<file path="config.mk">
export PLATFORM = sky130hd
export DESIGN_NAME = pc_sequencer
export DESIGN_NICKNAME = d
export VERILOG_FILES = /design/src/rtl/cpu_pkg.sv /design/src/rtl/next_pc_sel.sv /design/src/rtl/pc_sequencer.sv
export SDC_FILE = /design/constraint.sdc
export NUM_CORES = 1
export LEC_CHECK = 0
export BUFFER_PORTS_ARGS = -buffer_cell sky130_fd_sc_hd__buf_2
export CORE_MARGIN = 2
export CORE_UTILIZATION = 40
export CTS_CLUSTER_DIAMETER = 80
export DETAILED_ROUTE_END_ITERATION = 10
export PLACE_DENSITY = 0.77
export RECOVER_POWER = 50
export SLEW_MARGIN = 20
export SYNTH_ARGS = -nofsm -noshare
export SYNTH_HDL_FRONTEND = slang
export SYNTH_SLANG_ARGS = --single-unit
</file>
<file path="constraint.sdc">
create_clock -name clk -period 1.6 [get_ports clk]
set_input_delay 0.16 -clock clk [delete_from_list [all_inputs] [get_ports clk]]
set_output_delay 0.16 -clock clk [all_outputs]
set_load 0.02 [all_outputs]
</file>
<file path="src/rtl/cpu_pkg.sv">
// Shared types and constants for the fetch-side control of the MIPS core.
package cpu_pkg;

    // Default program-counter width in bits (byte address).
    localparam int PC_WIDTH = 7;

    // Default sequential fetch increment in bytes.
    localparam int PC_STEP = 4;

    // Program-counter value type.
    typedef logic [PC_WIDTH-1:0] pc_t;

    // Fetch sequencer states.
    typedef enum logic [1:0] {
        BOOT   = 2'd0,
        FETCH  = 2'd1,
        HALTED = 2'd2
    } seq_state_t;

endpackage : cpu_pkg

</file>
<file path="src/rtl/next_pc_sel.sv">
// Next-PC selection: halt > jump > branch > sequential. A redirect whose
// target is not word aligned is dropped in favour of the sequential PC,
// and the drop is reported through misaligned.
module next_pc_sel
    import cpu_pkg::*;
#(
    parameter int PC_W = PC_WIDTH,
    parameter int STEP = PC_STEP
) (
    input  logic [PC_W-1:0] pc,
    input  logic            halt,
    input  logic            jump,
    input  logic [PC_W-1:0] jump_target,
    input  logic            branch_taken,
    input  logic [PC_W-1:0] branch_target,
    output logic [PC_W-1:0] next_pc,
    output logic            misaligned
);

    localparam logic [PC_W-1:0] STEP_V = PC_W'(STEP);

    logic [PC_W-1:0] pc_inc_s;

    // Sequential address wraps naturally at PC_W bits.
    assign pc_inc_s = pc + STEP_V;

    // Priority selection with alignment screening of redirect targets.
    always_comb begin
        next_pc    = pc_inc_s;
        misaligned = 1'b0;
        if (halt) begin
            next_pc = pc;
        end else if (jump) begin
            if (jump_target[1:0] != 2'b00) begin
                misaligned = 1'b1;
                next_pc    = pc_inc_s;
            end else begin
                next_pc = jump_target;
            end
        end else if (branch_taken) begin
            if (branch_target[1:0] != 2'b00) begin
                misaligned = 1'b1;
                next_pc    = pc_inc_s;
            end else begin
                next_pc = branch_target;
            end
        end else begin
            next_pc = pc_inc_s;
        end
    end

endmodule : next_pc_sel

</file>
<file path="src/rtl/pc_sequencer.sv">
// Fetch-side controller: owns the PC, issues instruction fetch requests
// and advances the PC when an instruction is accepted (req && ack).
module pc_sequencer
    import cpu_pkg::*;
#(
    parameter int              PC_W     = PC_WIDTH,
    parameter logic [PC_W-1:0] RESET_PC = '0,
    parameter int              STEP     = PC_STEP
) (
    input  logic            clk,
    input  logic            rst,
    input  logic            stall,
    input  logic            imem_ack,
    input  logic            branch_taken,
    input  logic [PC_W-1:0] branch_target,
    input  logic            jump,
    input  logic [PC_W-1:0] jump_target,
    input  logic            halt,
    output logic            imem_req,
    output logic [PC_W-1:0] imem_addr,
    output logic [PC_W-1:0] pc,
    output logic            instr_valid,
    output logic            halted,
    output logic            align_err
);

    seq_state_t      state_q, state_d;
    logic [PC_W-1:0] pc_q, pc_d;
    logic            instr_valid_q, instr_valid_d;
    logic            halted_q, halted_d;
    logic            align_err_q, align_err_d;

    logic            req_s;
    logic            accept_s;
    logic [PC_W-1:0] next_pc_s;
    logic            misaligned_s;

    next_pc_sel #(
        .PC_W (PC_W),
        .STEP (STEP)
    ) u_next_pc_sel (
        .pc            (pc_q),
        .halt          (halt),
        .jump          (jump),
        .jump_target   (jump_target),
        .branch_taken  (branch_taken),
        .branch_target (branch_target),
        .next_pc       (next_pc_s),
        .misaligned    (misaligned_s)
    );

    // Request is only raised while fetching and not stalled; ack without a
    // request never counts as an acceptance.
    assign req_s    = (state_q == FETCH) && !stall;
    assign accept_s = req_s && imem_ack;

    // Next-state and register update selection.
    always_comb begin
        state_d       = state_q;
        pc_d          = pc_q;
        instr_valid_d = 1'b0;
        align_err_d   = align_err_q;
        case (state_q)
            BOOT: begin
                state_d = FETCH;
            end
            FETCH: begin
                if (accept_s) begin
                    instr_valid_d = 1'b1;
                    pc_d          = next_pc_s;
                    if (misaligned_s) begin
                        align_err_d = 1'b1;
                    end else begin
                        align_err_d = align_err_q;
                    end
                    if (halt) begin
                        state_d = HALTED;
                    end else begin
                        state_d = FETCH;
                    end
                end else begin
                    state_d = FETCH;
                end
            end
            HALTED: begin
                state_d = HALTED;
            end
            default: begin
                state_d = BOOT;
            end
        endcase
        halted_d = (state_d == HALTED);
    end

    // State and output registers with synchronous active-low reset.
    always_ff @(posedge clk) begin
        if (!rst) begin
            state_q       <= BOOT;
            pc_q          <= RESET_PC;
            instr_valid_q <= 1'b0;
            halted_q      <= 1'b0;
            align_err_q   <= 1'b0;
        end else begin
            state_q       <= state_d;
            pc_q          <= pc_d;
            instr_valid_q <= instr_valid_d;
            halted_q      <= halted_d;
            align_err_q   <= align_err_d;
        end
    end

    assign imem_req    = req_s;
    assign imem_addr   = pc_q;
    assign pc          = pc_q;
    assign instr_valid = instr_valid_q;
    assign halted      = halted_q;
    assign align_err   = align_err_q;

endmodule : pc_sequencer

</file>
==> results.sh, run 1 <==
export IMPL_crit_path_end_kind="flip-flop"
export IMPL_yosysMostFrequentCell="dfxtp_1"
export IMPL_syn_area_per_cell_sq_um=8.867
export IMPL_path_class="reg -> reg"
export IMPL_finalHoldViolations=0
export IMPL_dr_wl_met3_um=136
export IMPL_antennaDiodeCount=0
export IMPL_cts_buffer_depth=2
export IMPL_grt_use_total=0.1637
export IMPL_ioPinCount=39
export IMPL_wl_per_cell_um=11.80
export IMPL_critPathBufInv=0
export IMPL_ys_ff_latch=12
export IMPL_crit_slowest_cell="and3b_1"
export IMPL_clk_pin_slew_ns=0.08
export IMPL_drt_vias_per_instance=5.108
export IMPL_cp_required_ns=1.80
export IMPL_grt_pass1_vias=555
export IMPL_cts_root_buf="clkbuf_4"
export IMPL_ir_drop_mv=0.4253
export IMPL_min_period_ns=1.405
export IMPL_path_max_fanout=9
export IMPL_maxSlewHeadroom=0.7762
export IMPL_crit_family="simple AND/OR/NAND/NOR gates"
export IMPL_synth_nets=103
export IMPL_netlist_area_leader_share=0.3345
export IMPL_drt_wl_total_um=1640
export IMPL_num_rows=15
export IMPL_grt_antenna_before_repair=0
export IMPL_synth_area_leader_cell="dfxtp_1"
export IMPL_cp_slowest_stage_delay_ns=0.41
export IMPL_core_area_sq_um=1708
export IMPL_synth_async_reset_ratio=0
export IMPL_htree_levels=1
export IMPL_setup_viol=0
export IMPL_outcome="finished clean"
export IMPL_powerDensity_nw_per_um2=758.5
export IMPL_p_leak_nw=0.3934
export IMPL_cts_resized=0
export IMPL_seq_area_frac_synth=0.3345
export IMPL_grt_max_degree=13
export IMPL_die_w_um=46.38
export IMPL_final_area_sq_um=894.6
export IMPL_worstPathArrival_ns=1.61
export IMPL_rsz0062_at_grt="no"
export IMPL_worstSetupStartpointType="flip-flop"
export IMPL_synthFlopType="dfxtp_1"
export IMPL_yosysWarningCount=0
export IMPL_drc=0
export IMPL_min_path_type="in -> reg"
export IMPL_highest_layer="met4"
export IMPL_gp_congestion=0.8185
export IMPL_first_pass_iters=4
export IMPL_cap_violations=0
export IMPL_nNetsFinal=137
export IMPL_initial_core_util=0.4205
export IMPL_drt_met1_wl_um=656
export IMPL_cts_setup_buffers=0
export IMPL_cts_num_sinks=12
export IMPL_area_growth_pct=24.56
export IMPL_critical_path_cell_chain="nor3b_1, and3b_1, o21ai_0, a41oi_1"
export IMPL_fin_tns_setup_ns=0
export IMPL_vias=710
export IMPL_worstMarginPinSlew_ns=0.3353
export IMPL_yosysUniqueCellTypes=36
export IMPL_cts_tree="yes"
export IMPL_die_h_um=46.38
export IMPL_die_area_sq_um=2151
export IMPL_grt_pass1_wl_um=2408
export IMPL_clock_skew_final_ns=0.006073
export IMPL_placed_area_sq_um=878.3
export IMPL_overflow=0
export IMPL_hpwl_um=1296
export IMPL_drt_iter0_markers=27
export IMPL_synthTopCellsByArea="dfxtp_1 (33%), buf_4 (7.3%), o21ai_0 (6.3%), nand3_1 (3.5%), mux2i_1 (2.8%)"
export IMPL_timing_fmax_ghz=0.7118
export IMPL_numPortBuffers=38
export IMPL_slew_viol_final=0
export IMPL_antenna_left=0
export IMPL_syn_cell_area_sq_um=718.2
export IMPL_ctsHoldBuffers=0
export IMPL_drive_gt1_frac=0.3070
export IMPL_clk_latency_ns=0.28
export IMPL_synth_common_cells="dfxtp_1 (12), o21ai_0 (9), buf_4 (7)"
export IMPL_fin_crit_sh=0.8781
export IMPL_cts_buffers=3
export IMPL_route_met2_wl_um=829
export IMPL_synth_edf_count=0
export IMPL_syn_inst=81
==> report_power, final <==
part           internal (W)  leakage [nW]  total, W  switching (W)
clock network      0.000139        0.0210  0.000248       0.000110
logic             0.0000504         0.275  0.000115      0.0000649
registers          0.000307        0.0975  0.000315     0.00000818
==> cell families (layout without fill, tap and decap cells) <==
kind of cell,count (synthesis),after routing,synth area share
xor gates and xnor gates,3,3,0.03659
muxes,2,2,0.02788
and+or+nand+nor,28,28,0.2544
adders and majority gates,1,1,0.01742
DFF,12,12,0.3345
buffers and inverters,10,43,0.09058
AOI/OAI and AO/OA,25,25,0.2387
==> final cells by class <==
cell class,count,area (sq um)
Fill cell,164,813.3
Multi-Input combinational cell,59,407.9
Sequential cell,12,240.2
Timing Repair Buffer,38,175.2
Clock buffer,4,36.28
Tap cell,25,31.28
Inverter,1,3.754
==> per-layer routing <==
layer  vias up  GRT usage
li1        356          -
met1       319     0.1781
met2        33     0.2806
met3         2    0.06275
met4         0    0.06857
met5         -          0
==> sequential cells by signal (all words and copies together), names as in the netlist <==
name and cells:
align_err 1, halted 1, imem_addr 7, instr_valid 1
state_q 2
==> worst register-to-register path, stage by stage, from the launching register on <==
cell and delay, ns:
dfxtp_1 0.34, nor3b_1 0.31, and3b_1 0.41, o21ai_0 0.12, a41oi_1 0.16
==> per-stage QoR <==
stage | utilization | worst slack [ns] | hold slack (ns) | power (W) | std cells
after global routing | 0.5238 | 0.08838 | 0.1498 | 0.0007140 | 139
after floorplan | - | 0.2083 | 0.3023 | 0.0003912 | 81
after global placement | 0.5143 | 0.3367 | 0.3984 | 0.0004364 | 135
final | 0.5238 | 0.1950 | 0.1355 | 0.0006786 | 139
after CTS | 0.5355 | 0.2483 | 0.1359 | 0.0006884 | 139
after detailed placement | 0.5143 | 0.2695 | 0.4340 | 0.0004392 | 135
==> placed cells by master (no fill, tap or decap), types with 3 or more instances in the layout <==
master / n
a21oi_1: 3
buf_2: 26
clkbuf_1: 12
clkbuf_4: 3
dfxtp_1: 12
nand3_1: 5
nor2_1: 5
o21ai_0: 9
==> path summary, 6_finish.rpt <==
check / slack, ns / end / depth (start not counted) / from
worst max-delay path: 0.20 / imem_addr[2] / 4 / state_q[1]
worst max register to register: 0.20 / imem_addr[2] / 4 / state_q[1]
worst min-delay path: 0.14 / instr_valid / 2 / imem_ack
worst min register to register: 0.48 / imem_addr[1] / 1 / imem_addr[1]
Note: power is estimated with default switching activity, not from simulation.
==> run 2, diff against run 1 <==
--- a/config.mk
+++ b/config.mk
@@ -7,10 +7,11 @@
 export LEC_CHECK = 0
 export BUFFER_PORTS_ARGS = -buffer_cell sky130_fd_sc_hd__buf_2
 export CORE_MARGIN = 2
-export CORE_UTILIZATION = 40
+export CORE_UTILIZATION = 39
 export CTS_CLUSTER_DIAMETER = 80
 export DETAILED_ROUTE_END_ITERATION = 10
-export PLACE_DENSITY = 0.77
+export GPL_TIMING_DRIVEN = 0
+export PLACE_DENSITY = 0.74
 export RECOVER_POWER = 50
 export SLEW_MARGIN = 20
 export SYNTH_ARGS = -nofsm -noshare
==> constraint.sdc (replaced) <==
create_clock -name clk -period 1.1 [get_ports clk]
set_input_delay 0.11 -clock clk [delete_from_list [all_inputs] [get_ports clk]]
set_output_delay 0.11 -clock clk [all_outputs]
set_load 0.02 [all_outputs]
==> results.sh, run 2 (synthesis gave the netlist of run 1 again) <==
export IMPL_min_path_type="in -> reg"
export IMPL_cts_num_sinks=12
export IMPL_ir_drop_mv=0.6072
export IMPL_rsz0062_at_grt="yes"
export IMPL_clk_pin_slew_ns=0.07
export IMPL_drt_iter0_markers=9
export IMPL_cts_tree="yes"
export IMPL_cts_root_buf="clkbuf_4"
export IMPL_slew_viol_final=0
export IMPL_timing_final_ws_setup_ns=-0.09794
export IMPL_worstSetupStartpointType="flip-flop"
export IMPL_drt_vias_per_instance=5.053
export IMPL_grt_max_degree=11
export IMPL_area_growth_pct=47.39
export IMPL_core_area_sq_um=1727
export IMPL_final_cell_mix="buf_2 (29), o21ai_0 (9), buf_4 (8), dfxtp_1 (7)"
export IMPL_drive_gt1_frac=0.4960
export IMPL_nNetsFinal=149
export IMPL_fin_crit_sh=1.089
export IMPL_cap_violations=0
export IMPL_maxSlewHeadroom=0.7465
export IMPL_path_class="reg -> reg"
export IMPL_overflow=0
export IMPL_clk_latency_ns=0.28
export IMPL_hpwl_um=1321
export IMPL_ioPinCount=39
export IMPL_htree_levels=1
export IMPL_die_area_sq_um=2201
export IMPL_grt_use_total=0.1788
export IMPL_num_rows=15
export IMPL_antennaDiodeCount=0
export IMPL_place_ws_ns=-0.1215
export IMPL_drc=0
export IMPL_grt_pass1_wl_um=2739
export IMPL_cp_required_ns=1.29
export IMPL_final_common_cell="buf_2"
export IMPL_die_w_um=46.91
export IMPL_grt_pass1_vias=635
export IMPL_initial_core_util=0.4159
export IMPL_fin_util=0.6130
export IMPL_grt_antenna_before_repair=0
export IMPL_crit_path_end_kind="flip-flop"
export IMPL_first_pass_iters=4
export IMPL_min_period_ns=1.198
export IMPL_p_leak_nw=0.4863
export IMPL_cts_buffers=3
export IMPL_drt_wl_total_um=1752
export IMPL_numPortBuffers=38
export IMPL_vias=758
export IMPL_powerDensity_nw_per_um2=884.1
export IMPL_antenna_left=0
export IMPL_violations="setup timing"
export IMPL_finalHoldViolations=0
export IMPL_timing_fmax_ghz=0.8348
export IMPL_gp_congestion=0.7941
export IMPL_outcome="finished, violations left"
export IMPL_worstMarginPinSlew_ns=0.3803
export IMPL_wl_per_cell_um=11.68
export IMPL_die_h_um=46.91
export IMPL_fin_hold_ws_ns=0.07933
export IMPL_total_power_w=0.0009359
export IMPL_setup_viol=7
export IMPL_clock_skew_final_ns=0.003402
export IMPL_path_max_fanout=9
export IMPL_cts_buffer_depth=2
export IMPL_worstPathArrival_ns=1.39
export IMPL_largest_reg_flops=7
-- run 2: changes by cell type in the layout (fill, tap and decap cells not counted), sizes merged --
cell	before	now
buf	26	43
clkbuf	16	10
-- run 2: per-layer routing --
metal / global-route usage / up-vias / share of wire
li1: - / 381 / -
met1: 0.2302 / 350 / 0.45
met2: 0.2849 / 25 / 0.48
met3: 0.03846 / 2 / 0.063
met4: 0.08333 / 0 / 0.0080
met5: 0 / - / 0
-- run 2: power by group --
| group | total, W | internal, W | switching [W] |
|---|---|---|---|
| logic | 0.000200 | 0.0000986 | 0.000101 |
| registers | 0.000458 | 0.000444 | 0.0000145 |
| clock network | 0.000278 | 0.000127 | 0.000151 |
| total | 0.000936 | 0.000669 | 0.000266 |
-- run 2: worst paths after layout --
check	start	end	slack, ns	cells after the start
setup / recovery	state_q[1]	imem_addr[2]	-0.1	5
hold / removal	imem_ack	instr_valid	0.08	2
setup reg to reg	state_q[1]	imem_addr[2]	-0.1	5
hold reg to reg	imem_addr[1]	imem_addr[1]	0.49	1
-- run 2: repair_timing --
item | 4_1_cts | 5_1_grt
setup endpoints to repair | 9 | 15
buffers inserted | 3 | 1
hold buffers | 0 | 0
gates resized for setup | 7 | 6
pin swaps | 4 | 3
-- run 2: area by class of cell --
class | count | area [sq um]
tap | 25 | 31.28
fill | 173 | 668.1
timing repair buffer | 42 | 236.5
multi-input combinational | 59 | 449.2
clock buffer | 3 | 22.52
inverter | 1 | 3.754
sequential | 12 | 251.5
buffer | 8 | 63.81
-- run 2: critical path, stage by stage, from the launching register on --
cell	delay [ns]
dfxtp_2	0.35
nor3b_4	0.21
and3b_1	0.20
buf_6	0.13
o21ai_0	0.08
a41oi_1	0.15
-- run 2: metrics by stage --
step / cells / cell area, sq um / setup TNS, ns
after floorplan: 81 / 750.7 / -0.1994
after global placement: 144 / 972.2 / -0.4784
after detailed placement: 144 / 972.2 / -0.6964
after CTS: 150 / 1042 / -0.5465
after global routing: 150 / 1059 / -1.058
final: 150 / 1059 / -0.4540
==> run 3, diff against run 2 <==
--- a/config.mk
+++ b/config.mk
@@ -7,11 +7,11 @@
 export LEC_CHECK = 0
 export BUFFER_PORTS_ARGS = -buffer_cell sky130_fd_sc_hd__buf_2
 export CORE_MARGIN = 2
-export CORE_UTILIZATION = 39
+export CORE_UTILIZATION = 40
 export CTS_CLUSTER_DIAMETER = 80
 export DETAILED_ROUTE_END_ITERATION = 10
 export GPL_TIMING_DRIVEN = 0
-export PLACE_DENSITY = 0.74
+export PLACE_DENSITY = 0.73
 export RECOVER_POWER = 50
 export SLEW_MARGIN = 20
 export SYNTH_ARGS = -nofsm -noshare
==> constraint.sdc (replaced) <==
create_clock -name clk -period 1.52 [get_ports clk]
set_input_delay 0.152 -clock clk [delete_from_list [all_inputs] [get_ports clk]]
set_output_delay 0.152 -clock clk [all_outputs]
set_load 0.02 [all_outputs]
==> results.sh, run 3 (synthesis gave the netlist of run 1 again) <==
export IMPL_outcome="finished clean"
export IMPL_worstMarginPinSlew_ns=0.3863
export IMPL_first_pass_iters=4
export IMPL_rr_startpoint="imem_addr[2]"
export IMPL_cts_root_buf="clkbuf_4"
export IMPL_rsz0062_at_grt="no"
export IMPL_final_cell_mix="buf_2 (29), dfxtp_1 (12), clkbuf_1 (11), o21ai_0 (9), buf_4 (7)"
export IMPL_timing_fmax_ghz=0.6930
export IMPL_cp_required_ns=1.73
export IMPL_p_leak_nw=0.4464
export IMPL_grt_util_met2=0.3056
export IMPL_cts_num_sinks=12
export IMPL_cts_setup_buffers=0
export IMPL_slew_viol_final=0
export IMPL_fin_util=0.5612
export IMPL_grt_use_total=0.1737
export IMPL_drive_gt1_frac=0.3659
export IMPL_clock_skew_final_ns=0.004819
export IMPL_placed_area_sq_um=939.7
export IMPL_cts_resized=0
export IMPL_regArea_sq_um=240.2
export IMPL_ioPinCount=39
export IMPL_fin_crit_sh=0.9494
export IMPL_setup_viol=0
export IMPL_min_path_type="in -> reg"
export IMPL_clk_pin_slew_ns=0.08
export IMPL_min_path_cells=2
export IMPL_num_rows=15
export IMPL_grt_antenna_before_repair=0
export IMPL_dpl_cell_count=144
export IMPL_final_area_sq_um=958.4
export IMPL_worstPathArrival_ns=1.66
export IMPL_critical_path_cell_chain="ha_1, xor2_1, nor2_1, o32a_1, a21oi_1"
export IMPL_antennaDiodeCount=0
export IMPL_htree_levels=1
export IMPL_fin_tns_setup_ns=0
export IMPL_rr_worst_depth=5
export IMPL_switching_power_w=0.0001894
export IMPL_power_switching_share=0.2640
export IMPL_cts_buffer_depth=2
export IMPL_area_growth_pct=33.45
export IMPL_grt_busiest_layer="met2"
export IMPL_clk_latency_ns=0.28
export IMPL_cp_endpoint="imem_addr[4]"
export IMPL_startpoint="imem_addr[2]"
export IMPL_regToRegSetupSlack_ns=0.08
export IMPL_cts_buffers=3
export IMPL_antenna_left=0
export IMPL_p_comb_frac=0.179
export IMPL_multi_input_area_sq_um=407.9
export IMPL_seqPwrFrac=0.463
export IMPL_gp_congestion=0.7690
export IMPL_final_common_cell="buf_2"
export IMPL_min_period_ns=1.443
export IMPL_path_max_fanout=6
export IMPL_drc=0
export IMPL_crit_slowest_cell="dfxtp_1"
export IMPL_initial_core_util=0.4205
export IMPL_p_int_w=0.0005279
export IMPL_grt_pass1_wl_um=2663
export IMPL_cp_slowest_stage_delay_ns=0.43
export IMPL_nNetsFinal=146
export IMPL_cts_tree="yes"
export IMPL_crit_path_end_kind="flip-flop"
export IMPL_finalNonFillerCells=148
export IMPL_clkPwrFrac=0.358
export IMPL_wl_per_cell_um=11.68
export IMPL_num_fill_cells=167
export IMPL_powerDensity_nw_per_um2=748.4
export IMPL_grtUsageMet3=0.07059
export IMPL_crit_cells=5
export IMPL_die_area_sq_um=2151
export IMPL_grt_max_degree=11
export IMPL_drt_vias_per_instance=4.939
export IMPL_worstSetupStartpointType="flip-flop"
export IMPL_largest_reg_flops=7
export IMPL_path_class="reg -> reg"
export IMPL_grt_use_met1=0.1934
export IMPL_overflow=0
export IMPL_die_h_um=46.38
export IMPL_finalHoldViolations=0
export IMPL_maxSlewHeadroom=0.7425
export IMPL_numPortBuffers=38
export IMPL_vias=731
export IMPL_drt_wl_total_um=1728
export IMPL_grt_pass1_vias=653
export IMPL_critPathBufInv=0
export IMPL_drt_iter0_markers=9
export IMPL_reg2reg_to="imem_addr[4]"
export IMPL_cap_violations=0
export IMPL_crit_family="flip-flops"
export IMPL_ir_drop_mv=0.4951
export IMPL_core_area_sq_um=1708
export IMPL_hpwl_um=1369
export IMPL_ctsHoldBuffers=0
export IMPL_die_w_um=46.38
run 3: cell count changes in the layout (fill, tap and decap cells not counted), moves of 2 or more:
cell	delta
buf_6	-6
clkbuf_1	+5
dfxtp_1	+5
dfxtp_2	-3
dfxtp_4	-2
nor3b_1	+2
run 3: metal layers:
metal,up-vias,wire length (um)
met2,18,919
met5,-,0
li1,374,-
met3,2,80
met1,337,716
met4,0,12
run 3: worst min-delay path by stage:
stage | startpoint | end | slack [ns]
final | imem_ack | instr_valid | 0.11
after floorplan | rst | imem_addr[2] | 0.29
after detailed placement | imem_ack | instr_valid | 0.39
after global routing | imem_ack | instr_valid | 0.11
after CTS | imem_ack | instr_valid | 0.10
after global placement | imem_ack | instr_valid | 0.39
run 3: cell type report:
type | count | area share
timing repair buffer | 38 | 0.1854
tap | 25 | 0.03264
inverter | 1 | 0.003916
clock buffer | 4 | 0.03786
sequential | 12 | 0.2507
buffer | 9 | 0.06397
multi-input combinational | 59 | 0.4256
run 3: metrics by stage:
step                total power (W)  hold WS (ns)  setup slack [ns]
global placement          0.0004670        0.3856            0.1835
floorplan                 0.0004118        0.2943            0.1283
global route              0.0007604        0.1111          0.005037
finish                    0.0007173        0.1088           0.07696
detailed placement        0.0004704        0.3890           0.09639
CTS                       0.0007267        0.1010           0.07513
run 3: power groups by stage:
stage	registers (W)	logic (W)	clock network, W
6_report	0.000332	0.000128	0.000257
2_1_floorplan	0.000345	0.0000665	0
5_1_grt	0.000334	0.000142	0.000284
4_1_cts	0.000332	0.000131	0.000263
3_5_place_dp	0.000340	0.000131	0
3_3_place_gp	0.000339	0.000128	0
